===== config.mk =====
export PLATFORM = sky130hd
export DESIGN_NAME = enc_velocity
export DESIGN_NICKNAME = d
export VERILOG_FILES = /design/src/rtl/enc_velocity.sv
export SDC_FILE = /design/constraint.sdc
export NUM_CORES = 1
export LEC_CHECK = 0
export ABC_AREA = 1
export BUFFER_PORTS_ARGS = -buffer_cell sky130_fd_sc_hd__buf_2
export CAP_MARGIN = 20
export CELL_PAD_IN_SITES_DETAIL_PLACEMENT = 1
export CELL_PAD_IN_SITES_GLOBAL_PLACEMENT = 2
export CORE_MARGIN = 10
export CORE_UTILIZATION = 35
export DETAILED_ROUTE_END_ITERATION = 10
export GPL_ROUTABILITY_DRIVEN = 0
export GPL_TIMING_DRIVEN = 0
export PLACE_DENSITY_LB_ADDON = 0.1
export SYNTH_ARGS = -nofsm -noshare
export SYNTH_HDL_FRONTEND = slang
export SYNTH_SLANG_ARGS = --single-unit

===== constraint.sdc =====
create_clock -name i_clock -period 3.2 [get_ports i_clock]
set_clock_uncertainty 0.15 [all_clocks]
set_input_delay 0 -clock i_clock [delete_from_list [all_inputs] [get_ports i_clock]]
set_output_delay 0 -clock i_clock [all_outputs]
set_load 0.05 [all_outputs]

===== src/rtl/enc_velocity.sv =====
// Gate-window velocity and edge-period measurement for the quadrature encoder counter stage.
// Optional `ENC_VEL_AVG_EN: velocity becomes the 4-gate running mean (one extra cycle latency).
module enc_velocity #(
    parameter int unsigned GATE_LEN = 100000,
    parameter int unsigned VEL_W    = 16,
    parameter int unsigned PER_W    = 24
) (
    input  logic                    i_clock,
    input  logic                    i_aclr_n,
    input  logic                    i_sclr,
    input  logic                    i_ready,
    input  logic signed [31:0]      i_bidir_counter,
    input  logic                    i_enc_changed,
    input  logic                    i_ovf_clr,
    output logic signed [VEL_W-1:0] o_velocity,
    output logic                    o_vel_valid,
    output logic [PER_W-1:0]        o_period,
    output logic                    o_period_valid,
    output logic                    o_stalled,
    output logic                    o_vel_ovf
);
    typedef enum logic [1:0] {StIdle, StArm, StRun} state_e;

    localparam logic [23:0]        GateLast = 24'(GATE_LEN - 1);
    localparam logic signed [31:0] VelMax   = (32'sd1 <<< (VEL_W - 1)) - 32'sd1;
    localparam logic signed [31:0] VelMin   = -(32'sd1 <<< (VEL_W - 1));
    localparam logic [PER_W-1:0]   PerMax   = '1;

    state_e                  r_state;
    logic [23:0]             r_gate_cnt;
    logic signed [31:0]      r_base;
    logic [PER_W-1:0]        r_per_cnt;
    logic                    r_edge_seen;
    logic signed [VEL_W-1:0] r_velocity;
    logic                    r_vel_valid;
    logic [PER_W-1:0]        r_period;
    logic                    r_period_valid;
    logic                    r_stalled;
    logic                    r_vel_ovf;

    logic signed [31:0]      w_delta;
    logic                    w_sat_hi;
    logic                    w_sat_lo;
    logic signed [VEL_W-1:0] w_vel_sat;
    logic                    w_terminal;
    logic [PER_W-1:0]        w_per_inc;

`ifdef ENC_VEL_AVG_EN
    logic signed [VEL_W-1:0] r_hist [4];
    logic [2:0]              r_gates;
    logic                    r_avg_pend;
    logic signed [VEL_W+1:0] w_sum;
    logic signed [VEL_W+1:0] w_avg;

    always_comb begin
        w_sum = '0;
        for (int i = 0; i < 4; i++) begin
            w_sum = w_sum + {{2{r_hist[i][VEL_W-1]}}, r_hist[i]};
        end
        w_avg = w_sum >>> 2;
    end
`endif

    // Two's-complement subtraction makes 32-bit position wrap transparent.
    always_comb begin
        w_delta    = i_bidir_counter - r_base;
        w_sat_hi   = w_delta > VelMax;
        w_sat_lo   = w_delta < VelMin;
        w_vel_sat  = w_sat_hi ? VelMax[VEL_W-1:0] :
                     w_sat_lo ? VelMin[VEL_W-1:0] : w_delta[VEL_W-1:0];
        w_terminal = (r_gate_cnt == GateLast);
        w_per_inc  = (r_per_cnt == PerMax) ? PerMax : r_per_cnt + 1'b1;
    end

    always_ff @(posedge i_clock or negedge i_aclr_n) begin
        if (!i_aclr_n) begin
            r_state        <= StIdle;
            r_gate_cnt     <= '0;
            r_base         <= '0;
            r_per_cnt      <= '0;
            r_edge_seen    <= 1'b0;
            r_velocity     <= '0;
            r_vel_valid    <= 1'b0;
            r_period       <= '0;
            r_period_valid <= 1'b0;
            r_stalled      <= 1'b0;
            r_vel_ovf      <= 1'b0;
`ifdef ENC_VEL_AVG_EN
            for (int i = 0; i < 4; i++) r_hist[i] <= '0;
            r_gates        <= '0;
            r_avg_pend     <= 1'b0;
`endif
        end else if (i_sclr) begin
            r_state        <= StIdle;
            r_gate_cnt     <= '0;
            r_base         <= '0;
            r_per_cnt      <= '0;
            r_edge_seen    <= 1'b0;
            r_velocity     <= '0;
            r_vel_valid    <= 1'b0;
            r_period       <= '0;
            r_period_valid <= 1'b0;
            r_stalled      <= 1'b0;
            r_vel_ovf      <= 1'b0;
`ifdef ENC_VEL_AVG_EN
            for (int i = 0; i < 4; i++) r_hist[i] <= '0;
            r_gates        <= '0;
            r_avg_pend     <= 1'b0;
`endif
        end else begin
            r_vel_valid    <= 1'b0;
            r_period_valid <= 1'b0;
            if (i_ovf_clr) r_vel_ovf <= 1'b0;
`ifdef ENC_VEL_AVG_EN
            // A completed gate still reports its average even if ready drops meanwhile.
            r_avg_pend <= 1'b0;
            if (r_avg_pend) begin
                r_velocity  <= w_avg[VEL_W-1:0];
                r_vel_valid <= 1'b1;
            end
`endif
            if (!i_ready) begin
                r_state    <= StIdle;
                r_gate_cnt <= '0;
                r_per_cnt  <= '0;
                r_stalled  <= 1'b0;
            end else begin
                unique case (r_state)
                    StIdle: r_state <= StArm;
                    StArm: begin
                        r_base      <= i_bidir_counter;
                        r_gate_cnt  <= '0;
                        r_per_cnt   <= '0;
                        r_edge_seen <= 1'b0;
`ifdef ENC_VEL_AVG_EN
                        r_gates     <= '0;
`endif
                        r_state     <= StRun;
                    end
                    StRun: begin
                        if (w_terminal) begin
                            r_base     <= i_bidir_counter;
                            r_gate_cnt <= '0;
                            if (w_sat_hi || w_sat_lo) r_vel_ovf <= 1'b1;
`ifdef ENC_VEL_AVG_EN
                            r_hist[0]  <= w_vel_sat;
                            r_hist[1]  <= r_hist[0];
                            r_hist[2]  <= r_hist[1];
                            r_hist[3]  <= r_hist[2];
                            r_gates    <= (r_gates == 3'd4) ? 3'd4 : r_gates + 1'b1;
                            r_avg_pend <= (r_gates >= 3'd3);
`else
                            r_velocity  <= w_vel_sat;
                            r_vel_valid <= 1'b1;
`endif
                        end else begin
                            r_gate_cnt <= r_gate_cnt + 1'b1;
                        end
                        // First edge after ARM only starts the interval.
                        if (i_enc_changed) begin
                            if (r_edge_seen) begin
                                r_period       <= w_per_inc;
                                r_period_valid <= 1'b1;
                            end
                            r_per_cnt   <= '0;
                            r_edge_seen <= 1'b1;
                            r_stalled   <= 1'b0;
                        end else begin
                            r_per_cnt <= w_per_inc;
                            if (w_per_inc == PerMax) r_stalled <= 1'b1;
                        end
                    end
                    default: r_state <= StIdle;
                endcase
            end
        end
    end

    assign o_velocity     = r_velocity;
    assign o_vel_valid    = r_vel_valid;
    assign o_period       = r_period;
    assign o_period_valid = r_period_valid;
    assign o_stalled      = r_stalled;
    assign o_vel_ovf      = r_vel_ovf;

endmodule

Word-level counts from Yosys, hierarchy flattened
Index checks and enable logic that the tools add are counted.
Operators by class
  multiplexer cells: 51
  reduce and logical (&&, ||, !) cells: 13
  add/sub/neg operators: 3
  magnitude comparators: 2
  equal/unequal tests: 11
Operators with widths (number)
  24-bit two-way mux: 12
  16-bit two-way mux: 6
  32-bit two-way mux: 3
  24-bit one-hot mux with 2 select lines: 2
  32-bit one-hot mux with 2 select lines: 1
  24-bit by 1-bit adder with 24-bit output, second input constant: 2
  24-bit == test, second input constant: 2
  32-bit by 16-bit > comparator with 1-bit output, second input constant: 1
  32-bit by 16-bit < comparator with 1-bit output, second input constant: 1
  32-bit subtractor: 1
  24-bit by 17-bit == test with 1-bit output, second input constant: 1
  1-bit two-way mux: 23
  2-bit nonzero test: 5
  3-bit inequality test, second input constant: 3
  3-bit AND reduction: 3
  4-bit by 2-bit inequality test with 1-bit output, second input constant: 2
  2-bit one-hot mux with 3 select lines: 1
  2-bit two-way mux: 2
  4-bit AND reduction: 1
  3-bit by 2-bit inequality test with 1-bit output, second input constant: 1
  3-bit nonzero test: 1
  2-bit by 1-bit == test with 1-bit output, second input constant: 1
  2-bit == test, second input constant: 1
  2-bit zero test: 1
  other kinds (3): 3
Storage, ports and cells
  output and inout port bits: 44
  word-level logic and storage cells: 91
  register bits: 127
  input port bits: 38

Longest topological paths before layout
Gate-level depths: netlist of the first run.
  depth after elaboration: 8
  mapped depth: 20

Least setup slack after synthesis of the first run
No wires, ideal clock.
  path type: register to register
  start: reg r_base[0]
  end: reg r_velocity[10], in the netlist o_velocity[10]
  setup slack: 0.673 ns
  arrival time: 2.255 ns
  stages on the path, launching flop included: 19
  required time: 2.928 ns
  cells stage by stage: dfrtp_1 ha_1 fa_1 inv_1 nand3_1 nand3_2 nand2_1 nand2_1 nand2_1 nand2_1 nand2_1 nand2_1 nand2_1 nand2_1 and2_2 nand4_4 nand3_4 buf_8 nand3_2
Between the ends
  longest elaborated chain between the ends: 8
Ends and longest elaborated chain
  from (decl): line 31  | logic signed [31:0] r_base;
  from (signal assigned): line 131  | r_base <= i_bidir_counter;
  from (signal assigned): line 142  | r_base <= i_bidir_counter;
  32-bit subtractor *: line 66  | w_delta = i_bidir_counter - r_base;
  32-bit by 16-bit < comparator with 1-bit output: line 68  | w_sat_lo = w_delta < VelMin;
  16-bit two-way mux: line 70  | w_sat_lo ? VelMin[VEL_W-1:0] : w_delta[VEL_W-1:0];
  16-bit two-way mux *: line 69  | w_vel_sat = w_sat_hi ? VelMax[VEL_W-1:0] :
  16-bit two-way mux *: line 141  | if (w_terminal) begin
  16-bit two-way mux *: line 128  | unique case (r_state)
  16-bit two-way mux *: line 122  | if (!i_ready) begin
  16-bit two-way mux *: line 93  | end else if (i_sclr) begin
  to (signal assigned): line 153  | r_velocity <= w_vel_sat;
  to (decl): line 34  | logic signed [VEL_W-1:0] r_velocity;
Mark *: on every way between the ends. The rest lies on a longest branch, timed or not. The select of a mux whose other input is x is not followed.
A chain may end at the register's enable or synchronous reset.

Worst setup path in the final report of the first run
  start: reg r_base[0]
  end: reg r_velocity[6], in the netlist o_velocity[6]
Same word-level chain as after synthesis.

==> impl_metrics.env, run 1 <==
export IMPL_crit_required_ns=3.35
export IMPL_maxCapViolCount=0
export IMPL_nets=1502
export IMPL_yosys_area_top_type_share_pct=34.9
export IMPL_powerDensity_mw_per_mm2=454
export IMPL_die_w_um=181
export IMPL_die_h_um=181
export IMPL_ys_seq_area_share_pct=34.9
export IMPL_yosys_area_share_adder_pct=5.30
export IMPL_clk_pin_slew_ns=0.06
export IMPL_h_tree_depth=4
export IMPL_antenna_found_initial=0
export IMPL_min_period_over_period_pct=93.5
export IMPL_hold_viol=0
export IMPL_crit_chain="ha_1 > fa_1 > inv_2 > nand3_1 > nand3_4 > nand3_1 > nand2_2 > nand2_1 > nand3_1 > nand2_1 > nand2_1 > nand2_1 > nor2_2 > nand4_4 > nand3_4 > buf_8 > nand3_2"
export IMPL_ys_ff_latch=127
export IMPL_layout_drive_gt1_share_pct=16.9
export IMPL_dp_cells=1694
export IMPL_cts_buffers=17
export IMPL_avgRoutedWirePerCell_um=16.9
export IMPL_clk_path_buf_depth=2
export IMPL_synthArstFlopShare_pct=100
export IMPL_synth_mux_area_share_pct=0
export IMPL_irDropWorstVdd_v=0.000256
export IMPL_synth_xor_area_share_pct=3.09
export IMPL_fin_cells=1769
export IMPL_layout_common_cells="317 x nand2_1, 225 x inv_1, 127 x dfrtp_1"
export IMPL_dpl_hpwl_mm=23.5
export IMPL_syn_inst=1281
export IMPL_finalWirelength_mm=29.9
export IMPL_cts_root_buf="clkbuf_16"
export IMPL_synth_area_per_cell_um2=7.11
export IMPL_overflow=0
export IMPL_cts_sinks=127
export IMPL_num_io_pins=82
export IMPL_end_kind="flip-flop"
export IMPL_critPathMaxStageDelay_ns=0.42
export IMPL_cts_tree="built"
export IMPL_postRouteAntennaNets=0
export IMPL_synth_area_mm2=0.00911
export IMPL_synth_area_top_cells="dfrtp_1 35%, nand2_1 13%, inv_1 9.3%, nand3_1 5.6%, ha_1 5.1%"
export IMPL_vias=8678
export IMPL_num_rows=58
export IMPL_drc_errors=0
export IMPL_p_leak_nw=5.52
export IMPL_tns_ns=0
export IMPL_synth_edf_count=0
export IMPL_crit_top_cell="nand2_1"
export IMPL_layout_commonest_cell="nand2_1"
export IMPL_grt_pass1_vias=9386
export IMPL_n_antenna_cell=0
export IMPL_period_needed_ns=2.99
export IMPL_routed_via_density=4.91
export IMPL_cp_max_fo=10
export IMPL_start_util_pct=35.9
export IMPL_die_area_mm2=0.0329
export IMPL_path_class="flip-flop to flip-flop"
export IMPL_grt_pass1_wl_mm=49.2
export IMPL_max_freq_mhz=334
export IMPL_synth_main_ff_cell="dfrtp_1"
export IMPL_cts_setup_buffers=0
export IMPL_port_buffers=81
export IMPL_synth_warnings=0
export IMPL_maxSlewHeadroom_pct=56.4
export IMPL_final_setup_viol_count=0
export IMPL_rsz0062_at_grt="false"
export IMPL_insertion_delay_ns=0.43
export IMPL_cp_arrival_ns=3.14
export IMPL_synthSimpleGateAreaFrac_pct=34.5
export IMPL_cp_start_kind="flip-flop"
export IMPL_worst_pin_slew_ns=0.654
export IMPL_core_area_mm2=0.0254
export IMPL_drt_initial_drc_count=447
export IMPL_dr_pass1_iters=4
export IMPL_finalPower_w=0.00500
export IMPL_hp_class="input pin to flip-flop"
export IMPL_ys_types=56
export IMPL_synth_top_area_cell="dfrtp_1"
export IMPL_area_delta_synth_final_pct=20.9
export IMPL_synth_fp_nets=1357
export IMPL_grt_max_degree=90
export IMPL_grt_usage_pct=18.4
export IMPL_critPathSlowestCell="fa_1"
export IMPL_final_max_slew_viol_count=0
export IMPL_synth_compound_area_share_pct=10.6
export IMPL_synth_top_family_by_area="simple AND/OR/NAND/NOR gates"
export IMPL_status="complete, no violations"
## sequential cells by signal, summed over array words and instances (netlist names), 2 cells and up
name        cells
r_state         2
r_base         32
o_period       24
r_gate_cnt     24
o_velocity     16
r_per_cnt      24
## power breakdown
group          total, W  internal (W)  switching (W)
clock           0.00190       0.00109       0.000805
combinational   0.00142      0.000464       0.000958
sequential      0.00167       0.00166      0.0000165
## per-stage QoR
| step | cell area, µm² | setup slack, ns | hold WS, ns | utilization [%] |
|---|---|---|---|---|
| 2_1_floorplan | 9110 | 0.673 | -0.446 | - |
| 3_3_place_gp | 9930 | 0.0263 | 0.110 | 39.1 |
| 3_5_place_dp | 9970 | 0.100 | -0.211 | 39.3 |
| 4_1_cts | 11000 | 0.0445 | 0.199 | 43.2 |
| 5_1_grt | 11000 | 0.0266 | 0.229 | 43.4 |
| 6_report | 11000 | 0.207 | 0.217 | 43.4 |
## area by class of cell
class                      instances  area, µm²
clock buffer                      20        447
buffer                            24        141
sequential                       127       3180
multi-input combinational        884       4910
clock inverter                    12        111
timing repair buffer             126        885
tap                              330        413
fill                            3263      14400
inverter                         246        923
## metal layers
metal / vias to the layer above / global-route usage (%) / share of wire (%)
met1: 4138 / 20.9 / 43
met5: - / 0 / 0
met3: 41 / 2.86 / 2.0
li1: 4410 / - / -
met4: 0 / 5.89 / 2.2
met2: 89 / 34.3 / 53
## synthesized netlist by cell type, types with 2 or more instances
master,n
nor4_1,4
nand3b_1,3
buf_6,2
a211oi_1,2
o21bai_1,4
nor3b_1,2
nand2_2,22
clkinv_1,4
nor3_1,14
clkbuf_1,15
o22ai_1,49
and2_1,3
ha_1,37
or2_2,3
buf_2,5
nand3_1,102
a21oi_1,33
nand4_4,2
nor2_2,19
o21ai_0,54
inv_1,226
a21oi_2,2
nor2_1,88
xor2_1,28
and3_1,2
nand2_1,319
inv_2,16
o31ai_1,4
o21ai_1,4
dfrtp_1,127
nor3_2,6
nand3_2,30
nand4_1,23
nor2_4,5
## final timing paths
| kind | from | endpoint | slack [ns] | depth (start not counted) |
|---|---|---|---|---|
| worst max register to register | r_base[0] | o_velocity[6] | 0.21 | 17 |
| worst min register to register | o_velocity[0] | o_velocity[0] | 0.34 | 2 |
| max in group asynchronous | i_aclr_n | r_base[29] | 1.89 | 4 |
| worst max-delay path | r_base[0] | o_velocity[6] | 0.21 | 17 |
| worst min-delay path | i_bidir_counter[18] | r_base[18] | 0.22 | 4 |
| min in group asynchronous | i_aclr_n | o_period[14] | 0.52 | 4 |
## logic make-up after synthesis
| kind of cell | count (synthesis) |
|---|---|
| AO/OA/AOI/OAI | 164 |
| XOR/XNOR | 30 |
| adder cells (fa/ha/maj) | 38 |
| buffers and inverters | 270 |
| flip-flops | 127 |
| AND/OR/NAND/NOR | 652 |
## critical path: cells and delay by family (launching register included)
family,cells,cell delay [ns]
adder cells (fa/ha/maj),2,0.64
buffers and inverters,2,0.27
flip-flops,1,0.38
AND/OR/NAND/NOR,13,1.41
## what timing repair did
item / CTS / global route
setup endpoints to repair: 0 / 16
hold endpoints to repair: 173 / 0
gates resized for setup: 0 / 11
hold buffers: 43 / 0
No activity file was read; power rests on OpenSTA's default activity.
==> run 2, diff against run 1 <==
- CORE_UTILIZATION: 35 -> 36
- CTS_BUF_LIST: not set -> sky130_fd_sc_hd__clkbuf_8
==> run 2 against run 1 <==
Compared with the run above:
- final cell count barely moved
- die area down 2.5%
- combinational power is essentially flat
- core utilization increased by 0.16 points
- global-route usage rose by 0.88 points
- via count fell by 0.48%
- count of clock-buffer cells in the layout shrank 2
- worst setup slack improved by 0.013 ns
- routed wire length is 0.38% lower
- first-iteration DRC count fell by 1.3%
- non-clock buffer count unchanged
- largest power group is now sequential cells
==> impl_metrics.env, run 2 (same netlist as run 1, synthesis figures left out) <==
export IMPL_cts_buffers=17
export IMPL_postRouteAntennaNets=0
export IMPL_nets=1502
export IMPL_grt_pass1_wl_mm=49.0
export IMPL_top_register="r_base"
export IMPL_grt_max_degree=84
export IMPL_crit_chain="inv_1 > ha_1 > nand2_1 > nor2_1 > nand2_1 > nand2_1 > inv_1 > nand3_1 > nand2_1 > nor2_1 > nand2_1 > nor2_2 > nand4_4 > nand3_4 > buf_8 > nand3_2"
export IMPL_area_delta_synth_final_pct=19.6
export IMPL_rsz0062_at_grt="false"
export IMPL_cp_start_kind="flip-flop"
export IMPL_die_h_um=179
export IMPL_critPathSlowestCell="ha_1"
export IMPL_dp_cells=1694
export IMPL_cts_sinks=127
export IMPL_cts_root_buf="clkbuf_8"
export IMPL_worst_pin_slew_ns=0.781
export IMPL_vias=8636
export IMPL_port_buffers=81
export IMPL_min_period_over_period_pct=93.1
export IMPL_hold_viol=0
export IMPL_cp_arrival_ns=3.15
export IMPL_p_leak_nw=5.46
export IMPL_final_setup_viol_count=0
export IMPL_tns_ns=0
export IMPL_h_tree_depth=4
export IMPL_antenna_found_initial=0
export IMPL_grt_usage_pct=19.3
export IMPL_max_freq_mhz=336
export IMPL_grt_pass1_vias=9350
export IMPL_final_max_slew_viol_count=0
export IMPL_die_w_um=179
export IMPL_finalWirelength_mm=29.8
export IMPL_dr_pass1_iters=4
export IMPL_layout_drive_gt1_share_pct=17.0
export IMPL_routed_via_density=4.88
export IMPL_layout_common_cells="316 x nand2_1, 226 x inv_1, 127 x dfrtp_1"
export IMPL_end_kind="flip-flop"
export IMPL_overflow=0
export IMPL_core_area_mm2=0.0250
export IMPL_largest_register_ffs=32
export IMPL_cts_tree="built"
export IMPL_num_io_pins=82
export IMPL_dpl_hpwl_mm=23.6
export IMPL_cp_max_fo=10
export IMPL_powerDensity_mw_per_mm2=429
export IMPL_insertion_delay_ns=0.46
export IMPL_cts_setup_buffers=0
export IMPL_avgRoutedWirePerCell_um=16.8
export IMPL_drc_errors=0
export IMPL_clk_path_buf_depth=2
export IMPL_crit_required_ns=3.37
export IMPL_layout_commonest_cell="nand2_1"
export IMPL_maxSlewHeadroom_pct=47.3
export IMPL_fin_cells=1770
export IMPL_critPathMaxStageDelay_ns=0.47
export IMPL_irDropWorstVdd_v=0.000226
export IMPL_hp_class="input pin to flip-flop"
export IMPL_die_area_mm2=0.0321
export IMPL_crit_top_cell="nand2_1"
export IMPL_status="complete, no violations"
export IMPL_maxCapViolCount=0
export IMPL_num_rows=58
export IMPL_path_class="flip-flop to flip-flop"
export IMPL_fillers=3256
export IMPL_clk_pin_slew_ns=0.10
export IMPL_start_util_pct=36.4
export IMPL_drt_initial_drc_count=441
export IMPL_period_needed_ns=2.98
## run 2: critical path, delay by kind of cell (launching register included)
kind                     cells  cell delay (ns)
AND/OR/NAND/NOR             12             1.60
buffers and inverters        3             0.29
flip-flops                   1             0.33
adder cells (fa/ha/maj)      1             0.47
## run 2: cell type report
cell class	count	area, µm²	area share [%]
repair buffers	126	892	8.19
clock buffers	18	248	2.27
inverters	246	923	8.47
diodes	1	2.50	0.0230
clock inverters	14	181	1.66
well taps	330	413	3.79
multi-input cells	884	4920	45.1
flip-flops and latches	127	3180	29.2
plain buffers	24	141	1.30
## run 2: power by group
group | internal, W | switching (W)
Clock | 0.000807 | 0.000782
Combinational | 0.000467 | 0.000950
Sequential | 0.00165 | 0.0000159
Total | 0.00293 | 0.00175
## run 2: metal layers
metal | share of wire, % | routed length, µm | track usage [%]
met1 | 42 | 12600 | 22.0
met2 | 54 | 16100 | 36.2
met3 | 2.0 | 606 | 2.78
met4 | 1.9 | 571 | 5.71
met5 | 0 | 0 | 0
## run 2: what timing repair did
item                                    in CTS  in global routing
endpoints found under the setup margin       0                 17
hold buffers                                43                  0
resized for setup                            0                 12
hold endpoints to repair                   176                  0
## run 2: final timing paths
| check | depth (start not counted) | slack (ns) | endpoint | startpoint |
|---|---|---|---|---|
| min | 4 | 0.17 | r_base[15] | i_bidir_counter[15] |
| min in group asynchronous | 4 | 0.49 | r_base[12] | i_aclr_n |
| max | 16 | 0.22 | o_velocity[8] | r_base[14] |
| min reg2reg | 2 | 0.33 | o_velocity[15] | o_velocity[15] |
| max in group asynchronous | 4 | 1.97 | o_velocity[12] | i_aclr_n |
| max reg2reg | 16 | 0.22 | o_velocity[8] | r_base[14] |
## run 2: metrics by stage
stage / utilization, % / power [W] / hold slack (ns) / cell area (µm²) / worst slack (ns)
global placement: 39.7 / 0.00305 / 0.106 / 9930 / 0.0397
CTS: 43.3 / 0.00473 / 0.150 / 10800 / 0.0963
global route: 43.5 / 0.00499 / 0.197 / 10900 / 0.0302
finish: 43.5 / 0.00468 / 0.172 / 10900 / 0.219
detailed placement: 39.8 / 0.00308 / -0.181 / 9970 / 0.129
floorplan: - / 0.00267 / -0.446 / 9110 / 0.673
